<file path="src/rtl/qpu_ifu_ir_stage_pkg.sv">
// Shared IFU/decoder definitions: sizes, branch opcode, B-immediate field layout.
package qpu_ifu_ir_stage_pkg;

   localparam int unsigned QPU_PC_SIZE    = 32;
   localparam int unsigned QPU_INSTR_SIZE = 32;

   // Classical branch major opcode and quantum flag location
   localparam logic [3:0]  QPU_OPC_BRANCH = 4'b1000;
   localparam int unsigned QPU_QFLAG_BIT  = 0;
   localparam int unsigned QPU_OPC_LSB    = 1;
   localparam int unsigned QPU_OPC_MSB    = 4;

   // B-immediate field slices (bit 9 doubles as the sign bit)
   localparam int unsigned QPU_BIMM_HI_LSB = 5;
   localparam int unsigned QPU_BIMM_HI_MSB = 9;
   localparam int unsigned QPU_BIMM_LO_LSB = 15;
   localparam int unsigned QPU_BIMM_LO_MSB = 23;
   localparam int unsigned QPU_BIMM_W      = (QPU_BIMM_HI_MSB - QPU_BIMM_HI_LSB + 1)
                                           + (QPU_BIMM_LO_MSB - QPU_BIMM_LO_LSB + 1) + 2;
   localparam int unsigned QPU_BIMM_SEXT   = QPU_PC_SIZE - QPU_BIMM_W;

   // IR payload presented to the EXU
   typedef struct packed {
      logic [QPU_INSTR_SIZE-1:0] ir;
      logic [QPU_PC_SIZE-1:0]    pc;
      logic                      prdt_taken;
   } qpu_ifu_ir_t;

   // Sign-extended, word-aligned branch offset
   function automatic logic [QPU_PC_SIZE-1:0] qpu_bimm(input logic [QPU_INSTR_SIZE-1:0] instr);
      return {{QPU_BIMM_SEXT{instr[QPU_BIMM_HI_MSB]}},
              instr[QPU_BIMM_HI_MSB:QPU_BIMM_HI_LSB],
              instr[QPU_BIMM_LO_MSB:QPU_BIMM_LO_LSB],
              2'b00};
   endfunction

endpackage

</file>
<file path="src/rtl/qpu_ifu_ir_stage_predecode.sv">
// Combinational branch pre-decode: static backward-taken prediction and next fetch PC.
module qpu_ifu_predecode
   import qpu_ifu_ir_stage_pkg::*;
(
   input  logic [QPU_INSTR_SIZE-1:0] instr_i,
   input  logic [QPU_PC_SIZE-1:0]    pc_i,
   output logic                      is_bxx_c,
   output logic                      taken_c,
   output logic [QPU_PC_SIZE-1:0]    next_pc_c
);

   // Classical branch detect; negative offset (backward) predicts taken
   always_comb begin
      is_bxx_c  = (instr_i[QPU_QFLAG_BIT] == 1'b0) &&
                  (instr_i[QPU_OPC_MSB:QPU_OPC_LSB] == QPU_OPC_BRANCH);
      taken_c   = is_bxx_c & instr_i[QPU_BIMM_HI_MSB];
      next_pc_c = pc_i + (taken_c ? qpu_bimm(instr_i) : QPU_PC_SIZE'(4));
   end

endmodule

</file>
<file path="src/rtl/qpu_ifu_ir_stage.sv">
// Instruction fetch / IR stage: single-outstanding fetch, IR capture, EXU handshake, flush redirect.
module qpu_ifu_ir_stage
   import qpu_ifu_ir_stage_pkg::*;
#(
   parameter logic [QPU_PC_SIZE-1:0] RESET_PC = 32'h0000_0000
) (
   input  logic                      clk,
   input  logic                      rst_n,
   output logic                      ifu_req_valid,
   input  logic                      ifu_req_ready,
   output logic [QPU_PC_SIZE-1:0]    ifu_req_addr,
   input  logic                      ifu_rsp_valid,
   output logic                      ifu_rsp_ready,
   input  logic [QPU_INSTR_SIZE-1:0] ifu_rsp_instr,
   output logic                      ifu_o_valid,
   input  logic                      ifu_o_ready,
   output logic [QPU_INSTR_SIZE-1:0] ifu_o_ir,
   output logic [QPU_PC_SIZE-1:0]    ifu_o_pc,
   output logic                      ifu_o_prdt_taken,
   input  logic                      pipe_flush_req,
   input  logic [QPU_PC_SIZE-1:0]    pipe_flush_pc
);

   logic [QPU_PC_SIZE-1:0] fetch_pc_q, fetch_pc_d;
   logic [QPU_PC_SIZE-1:0] req_pc_q, req_pc_d;
   logic                   outstanding_q, outstanding_d;
   logic                   discard_q, discard_d;
   logic                   ir_valid_q, ir_valid_d;
   qpu_ifu_ir_t            ir_q, ir_d;

   logic                   req_hs_c, rsp_hs_c, exu_hs_c;
   logic                   rsp_is_bxx, rsp_taken;
   logic [QPU_PC_SIZE-1:0] rsp_next_pc;
   logic                   unused_bits;

   qpu_ifu_predecode u_predecode (
      .instr_i   (ifu_rsp_instr),
      .pc_i      (req_pc_q),
      .is_bxx_c  (rsp_is_bxx),
      .taken_c   (rsp_taken),
      .next_pc_c (rsp_next_pc)
   );

   assign unused_bits = ^{pipe_flush_pc[1:0], rsp_is_bxx};

   // Handshake qualifiers; everything is held low while reset is asserted
   always_comb begin
      ifu_req_valid    = rst_n & ~outstanding_q & (~ir_valid_q | ifu_o_ready) & ~pipe_flush_req;
      ifu_req_addr     = fetch_pc_q;
      ifu_rsp_ready    = rst_n & outstanding_q;
      ifu_o_valid      = rst_n & ir_valid_q & ~pipe_flush_req;
      ifu_o_ir         = ir_q.ir;
      ifu_o_pc         = ir_q.pc;
      ifu_o_prdt_taken = ir_q.prdt_taken;
      req_hs_c         = ifu_req_valid & ifu_req_ready;
      rsp_hs_c         = ifu_rsp_valid & ifu_rsp_ready;
      exu_hs_c         = ifu_o_valid & ifu_o_ready;
   end

   // Next-state: request, response, EXU consume, then flush overrides
   always_comb begin
      fetch_pc_d    = fetch_pc_q;
      req_pc_d      = req_pc_q;
      outstanding_d = outstanding_q;
      discard_d     = discard_q;
      ir_valid_d    = ir_valid_q;
      ir_d          = ir_q;

      if (exu_hs_c) begin
         ir_valid_d = 1'b0;
      end

      if (req_hs_c) begin
         outstanding_d = 1'b1;
         req_pc_d      = fetch_pc_q;
      end

      if (rsp_hs_c) begin
         outstanding_d = 1'b0;
         if (discard_q) begin
            discard_d = 1'b0;
         end else if (!pipe_flush_req) begin
            ir_d.ir         = ifu_rsp_instr;
            ir_d.pc         = req_pc_q;
            ir_d.prdt_taken = rsp_taken;
            ir_valid_d      = 1'b1;
            fetch_pc_d      = rsp_next_pc;
         end
      end

      if (pipe_flush_req) begin
         ir_valid_d = 1'b0;
         fetch_pc_d = {pipe_flush_pc[QPU_PC_SIZE-1:2], 2'b00};
         if (outstanding_q && !rsp_hs_c) begin
            discard_d = 1'b1;
         end
      end
   end

   // State registers with synchronous reset
   always_ff @(posedge clk) begin
      if (!rst_n) begin
         fetch_pc_q    <= RESET_PC;
         req_pc_q      <= RESET_PC;
         outstanding_q <= 1'b0;
         discard_q     <= 1'b0;
         ir_valid_q    <= 1'b0;
         ir_q          <= '0;
      end else begin
         fetch_pc_q    <= fetch_pc_d;
         req_pc_q      <= req_pc_d;
         outstanding_q <= outstanding_d;
         discard_q     <= discard_d;
         ir_valid_q    <= ir_valid_d;
         ir_q          <= ir_d;
      end
   end

endmodule
</file>
<file path="config.mk">
export PLATFORM = sky130hd
export DESIGN_NAME = qpu_ifu_ir_stage
export DESIGN_NICKNAME = d
export VERILOG_FILES = /design/src/rtl/qpu_ifu_ir_stage_pkg.sv /design/src/rtl/qpu_ifu_ir_stage_predecode.sv /design/src/rtl/qpu_ifu_ir_stage.sv
export SDC_FILE = /design/constraint.sdc
export NUM_CORES = 1
export LEC_CHECK = 0
export CORE_UTILIZATION = 53
export DETAILED_ROUTE_END_ITERATION = 10
export PLACE_DENSITY = 0.91
export SLEW_MARGIN = 20
export SYNTH_ARGS = -nofsm -noshare
export SYNTH_HDL_FRONTEND = slang
export SYNTH_SLANG_ARGS = --single-unit
</file>
<file path="constraint.sdc">
create_clock -name clk -period 5.5 [get_ports clk]
set_input_delay 0.55 -clock clk [delete_from_list [all_inputs] [get_ports clk]]
set_output_delay 0.55 -clock clk [all_outputs]
set_load 0.02 [all_outputs]
</file>
Yosys cells after proc, flatten, opt, wreduce, memory -nomap -nowiden
Cells that the tools add are included.
{"block": "op_classes", "n_mux": 10, "div_mod_pow": 0, "n_mul": 0, "add_sub_neg": 1, "bitwise": 17, "reduce_logical": 9, "n_eq_ne": 2, "magnitude_cmp": 0, "shifts": 0}
{"cell": "two-way mux 32 bit", "n": 4}
{"cell": "adder 32 bit", "n": 1}
{"cell": "bitwise AND 1 bit", "n": 10}
{"cell": "two-way mux 1 bit", "n": 6}
{"cell": "NOT 1 bit", "n": 6}
{"cell": "equality test 4 bit, second input constant", "n": 1}
{"cell": "AND reduction 2 bit", "n": 2}
{"cell": "OR reduction 2 bit", "n": 2}
{"cell": "AND reduction 3 bit", "n": 1}
{"cell": "logical AND 1 bit", "n": 2}
{"cell": "inequality test 2 bit, second input constant", "n": 1}
{"cell": "nonzero test 2 bit", "n": 1}
{"cell": "logical NOT 1 bit", "n": 1}
{"cell": "OR 1 bit", "n": 1}
{"block": "totals", "latch_bits": 0, "memories": 0, "register_bits": 132, "ramBits": 0, "elab_cells": 48, "mem_bits_ro": 0, "input_bits": 70}

Longest topological paths before layout
{"block": "logic_depth", "ltp_word": 8, "depth_mapped": 14}

By module
From an unflattened synthesis, not the netlist that was laid out.
{"block": "unflattened", "cells_unflattened": 868, "area_unflattened_um2": 6725.2}
{"mod": "qpu_ifu_ir_stage", "area_per_inst_um2": 5073.6, "instances": 1, "cells_per_inst": 623}
{"mod": "qpu_ifu_predecode", "area_per_inst_um2": 1651.6, "instances": 1, "cells_per_inst": 245}

Least setup slack after synthesis
No wires, ideal clock.
{"block": "synth_path", "path_type": "input port to flip-flop", "from": "input port ifu_rsp_instr[0]", "to": "register fetch_pc_q[31] (netlist: ifu_req_addr[31])", "required_ps": 5372, "path_stages": 13, "path_buffers": 2, "arrival_ps": 3711, "slack_ps": 1661, "cell_sequence": "nor4_1 and3_1 clkbuf_1 clkbuf_1 and2_1 ha_1 a21oi_2 o21bai_2 a2111oi_4 nand2_2 a2111oi_4 mux2i_1 o21ai_1"}
{"block": "synth_between", "elab_chain_len": 8}
{"item": "from (decl)", "line_no": "qpu_ifu_ir_stage.sv:14", "text": "input logic [QPU_INSTR_SIZE-1:0] ifu_rsp_instr,"}
{"item": "NOT 1 bit", "line_no": "qpu_ifu_ir_stage_predecode.sv:14", "text": "is_bxx_c = (instr_i[QPU_QFLAG_BIT] == 1'b0) &&"}
{"item": "logical AND 1 bit", "line_no": "qpu_ifu_ir_stage_predecode.sv:14"}
{"item": "bitwise AND 1 bit", "line_no": "qpu_ifu_ir_stage_predecode.sv:16", "text": "taken_c = is_bxx_c & instr_i[QPU_BIMM_HI_MSB];"}
{"item": "two-way mux 32 bit", "line_no": "qpu_ifu_ir_stage_predecode.sv:17", "text": "next_pc_c = pc_i + (taken_c ? qpu_bimm(instr_i) : QPU_PC_SIZE'(4));"}
{"item": "adder 32 bit", "line_no": "qpu_ifu_ir_stage_predecode.sv:17"}
{"item": "two-way mux 32 bit", "line_no": "qpu_ifu_ir_stage.sv:80", "text": "if (discard_q) begin"}
{"item": "two-way mux 32 bit", "line_no": "qpu_ifu_ir_stage.sv:78", "text": "if (rsp_hs_c) begin"}
{"item": "two-way mux 32 bit", "line_no": "qpu_ifu_ir_stage.sv:91", "text": "if (pipe_flush_req) begin"}
{"item": "to (signal assigned)", "line_no": "qpu_ifu_ir_stage.sv:110", "text": "fetch_pc_q <= fetch_pc_d;"}
{"item": "to (decl)", "line_no": "qpu_ifu_ir_stage.sv:24", "text": "logic [QPU_PC_SIZE-1:0] fetch_pc_q, fetch_pc_d;"}
Every way passes these cells. The select of a mux whose other input is x is not followed.
A chain may end at the register's enable or synchronous reset.

Worst setup path in the final report
{"block": "layout_path", "from": "input port ifu_rsp_instr[1]", "to": "register fetch_pc_q[21] (netlist: ifu_req_addr[21])"}
{"block": "layout_between", "elab_chain_len": 8}
{"item": "equality test 4 bit", "line_no": "qpu_ifu_ir_stage_predecode.sv:15", "text": "(instr_i[QPU_OPC_MSB:QPU_OPC_LSB] == QPU_OPC_BRANCH);"}
{"item": "logical AND 1 bit", "line_no": "qpu_ifu_ir_stage_predecode.sv:14"}
{"item": "bitwise AND 1 bit", "line_no": "qpu_ifu_ir_stage_predecode.sv:16"}
{"item": "two-way mux 32 bit", "line_no": "qpu_ifu_ir_stage_predecode.sv:17"}
{"item": "adder 32 bit", "line_no": "qpu_ifu_ir_stage_predecode.sv:17"}
{"item": "two-way mux 32 bit", "line_no": "qpu_ifu_ir_stage.sv:80"}
{"item": "two-way mux 32 bit", "line_no": "qpu_ifu_ir_stage.sv:78"}
{"item": "two-way mux 32 bit", "line_no": "qpu_ifu_ir_stage.sv:91"}
Every way passes these cells. The select of a mux whose other input is x is not followed.

==> reports/metrics.cfg <==
[power_and_ir_drop]
power_w=0.00237
clockPowerShare=0.495
powerDensity_nw_per_um2=262
p_switching_w=0.000559
leakage_nw=3.28
swShare=0.236
seqPwrFrac=0.419
ir_worst_vdd_mv=0.211
p_int_w=0.00181
pwr-share-comb=0.086

[worst_setup_path]
path_delay_family=simple AND/OR/NAND/NOR gates
critPathLaunchType=input port
endpoint_kind=flop
path_buf_inv=2
arrival_ns=4.38
crit_chain=clkdlybuf4s50_1 -> nor4_1 -> and3_1 -> buf_4 -> and2_1 -> ha_1 -> nand3_1 -> nor3_1 -> a2111oi_4 -> a2111oi_0 -> a211oi_1 -> xor2_1 -> a21oi_1
cp_slowest_cell=a2111oi_0
crit_type=input port to flop
path_max_fanout=19
cpPeakStageDelay_ns=0.74
crit_required_ns=5.86

[drt]
routedWlPerCell_um=16.9
dr.pass1.iters=7
ant_nets=0
dr_total_vias=6953
drcViolationCount=0
wl_mm=20.4
avgViaCountPerCell=5.77
drtIter0Drc=582

[cts]
cts.sinks=132
tritoncts=done
cts_setup_buffers=0
cts_resized=0
cts_buffers=17
cts_hold_buf=0
clkTransAtPathRegs_ns=0.06
cts.path.max_buffers=2
clk_latency_ns=0.43
root_buffer=clkbuf_16
htreeDepth=4

[timing]
final_hold_viol_count=0
fmax_ghz=0.249
relSlewSlack=0.374
fin_crit_ns=4.02
layout_setup_ws_ns=1.48
period_share=0.731
tightest_slew_ns=0.935
setup_viol=0
grt_setup_unrepaired=no
maxSlewViolCount=0
setup-tns-final_ns=0
finClkSkew_ns=0.00688

[synth]
syn-cell-area_um2=6660
yosysWarningCount=0
synthCells=879
synth_edf_count=0
synth_top_flop_cell=dfxtp_1
synth-compound-area-share=0.249
yosysMostFrequentCell=nand2_1
synthTopCellsByArea=dfxtp_1 40%, nand2_1 14%, a21oi_1 12%
syn_nets=979
synth_cell_types=61
synthSimpleGateAreaFrac=0.234
ys_seq_area_frac=0.397
synthMuxAreaShare=0.00601
synth_top_family_by_area=compound AO/OA/AOI/OAI gates
synth_xor_area_frac=0.0184
synth_top_area_cell=dfxtp_1
syn_avg_cell_area_um2=7.58
synth_top_area_frac=0.397
synthArstFlopShare=0
synthAdderAreaFrac=0.0575
synth.top_cells.by_count=246 x nand2_1, 156 x a21oi_1, 132 x dfxtp_1
ys_seq_elements=132

[placement]
gp_congestion=0.901
place_ws_ns=1.12
io_buffers=167
dpl_cell_area_um2=8450
post-dp-hpwl_mm=13.7

[global_routing]
grt_start_max_net_pins=73
track_usage=0.319
antenna_found_initial=0
grt_pass1_vias=6507
grt_pass1_wl_mm=32.5
grt.overflow.total=0

[cells_and_area]
nets=1124
antennaDiodeCount=0
final_util=0.748
num-fill-cells=934
design_area_um2=9050
areaGrowthSynthToFinish_pct=36.0
drive_above_1_share=0.0598

[floorplan]
std_cell_rows=40
start_util=0.550
die_x_um=114
die_h_um=114
coreArea_um2=12100
io_pins=170
die-area_um2=13000

[outcome]
outcome=complete, no violations

[job]
drv_cap=0

[min_path]
hold_path.class=flop to flop

[metrics by stage]
| stage | instances | hold slack (ns) |
|---|---|---|
| after floorplan | 879 | 0.445 |
| after global placement | 1173 | 0.441 |
| after detailed placement | 1173 | 0.446 |
| after CTS | 1205 | 0.454 |
| after global routing | 1205 | 0.472 |
| final | 1205 | 0.451 |
[tightest hold or removal path: stages (launching register included)]
cell and delay [ns]:
dfxtp_1 0.30, nand2_1 0.05, a21oi_1 0.05
[placed cells by master (no fill, tap or decap), types with 15 or more instances in the layout]
cell	netlist	layout
a21oi_1	156	156
and2_1	15	15
clkbuf_16	0	17
clkdlybuf4s50_1	0	167
dfxtp_1	132	132
ha_1	29	29
nand2_1	246	246
nor2_1	29	28
nor3_1	15	15
o21ai_0	39	39
[state kept, by name, indices dropped and copies added (netlist names)]
name / flops
ir_valid_q: 1
ifu_o_prdt_taken: 1
ifu_req_addr: 32
ifu_o_ir: 32
req_pc_q: 32
ifu_o_pc: 32
discard_q: 1
outstanding_q: 1
[path summary, 6_finish.rpt]
check                                start                             to  slack, ns  cells after the start
hold / removal    ifu_o_ir[0]$_SDFFE_PN0P_       ifu_o_ir[0]$_SDFFE_PN0P_       0.45                      2
hold reg to reg   ifu_o_ir[0]$_SDFFE_PN0P_       ifu_o_ir[0]$_SDFFE_PN0P_       0.45                      2
setup / recovery          ifu_rsp_instr[1]  ifu_req_addr[21]$_SDFFE_PN0P_       1.48                     13
setup reg to reg  req_pc_q[2]$_SDFFE_PN0P_  ifu_req_addr[30]$_SDFFE_PN0P_       2.63                     10
[metal layers]
layer  global-route usage  wire, um
met1                0.413      8570
met3               0.0566      1620
met4                0.131       542
met5                    0         0
met2                0.526      9670
[power by group through the flow]
stage          Combinational, W  Sequential, W  Clock (W)
3_5_place_dp           0.000200        0.00101          0
4_1_cts                0.000203       0.000994    0.00118
2_1_floorplan         0.0000753        0.00103          0
3_3_place_gp           0.000199        0.00101          0
5_1_grt                0.000219       0.000996    0.00122
6_report               0.000204       0.000994    0.00117
[layout make-up]
type	count	area [um2]	share of cell area
Clock buffer	21	460	0.0508
Clock inverter	11	149	0.0164
Inverter	11	42.5	0.00470
Multi-Input combinational cell	681	3770	0.417
Sequential cell	132	2640	0.292
Tap cell	168	210	0.0232
Timing Repair Buffer	181	1780	0.196
[kinds of logic after synthesis]
kind of cell	Yosys count
AND/OR/NAND/NOR	362
XOR/XNOR	14
AO/OA/AOI/OAI	271
adder cells (fa/ha/maj)	30
buffers and inverters	66
multiplexers	4
flip-flops	132
No activity file was read; power rests on OpenSTA's default activity.
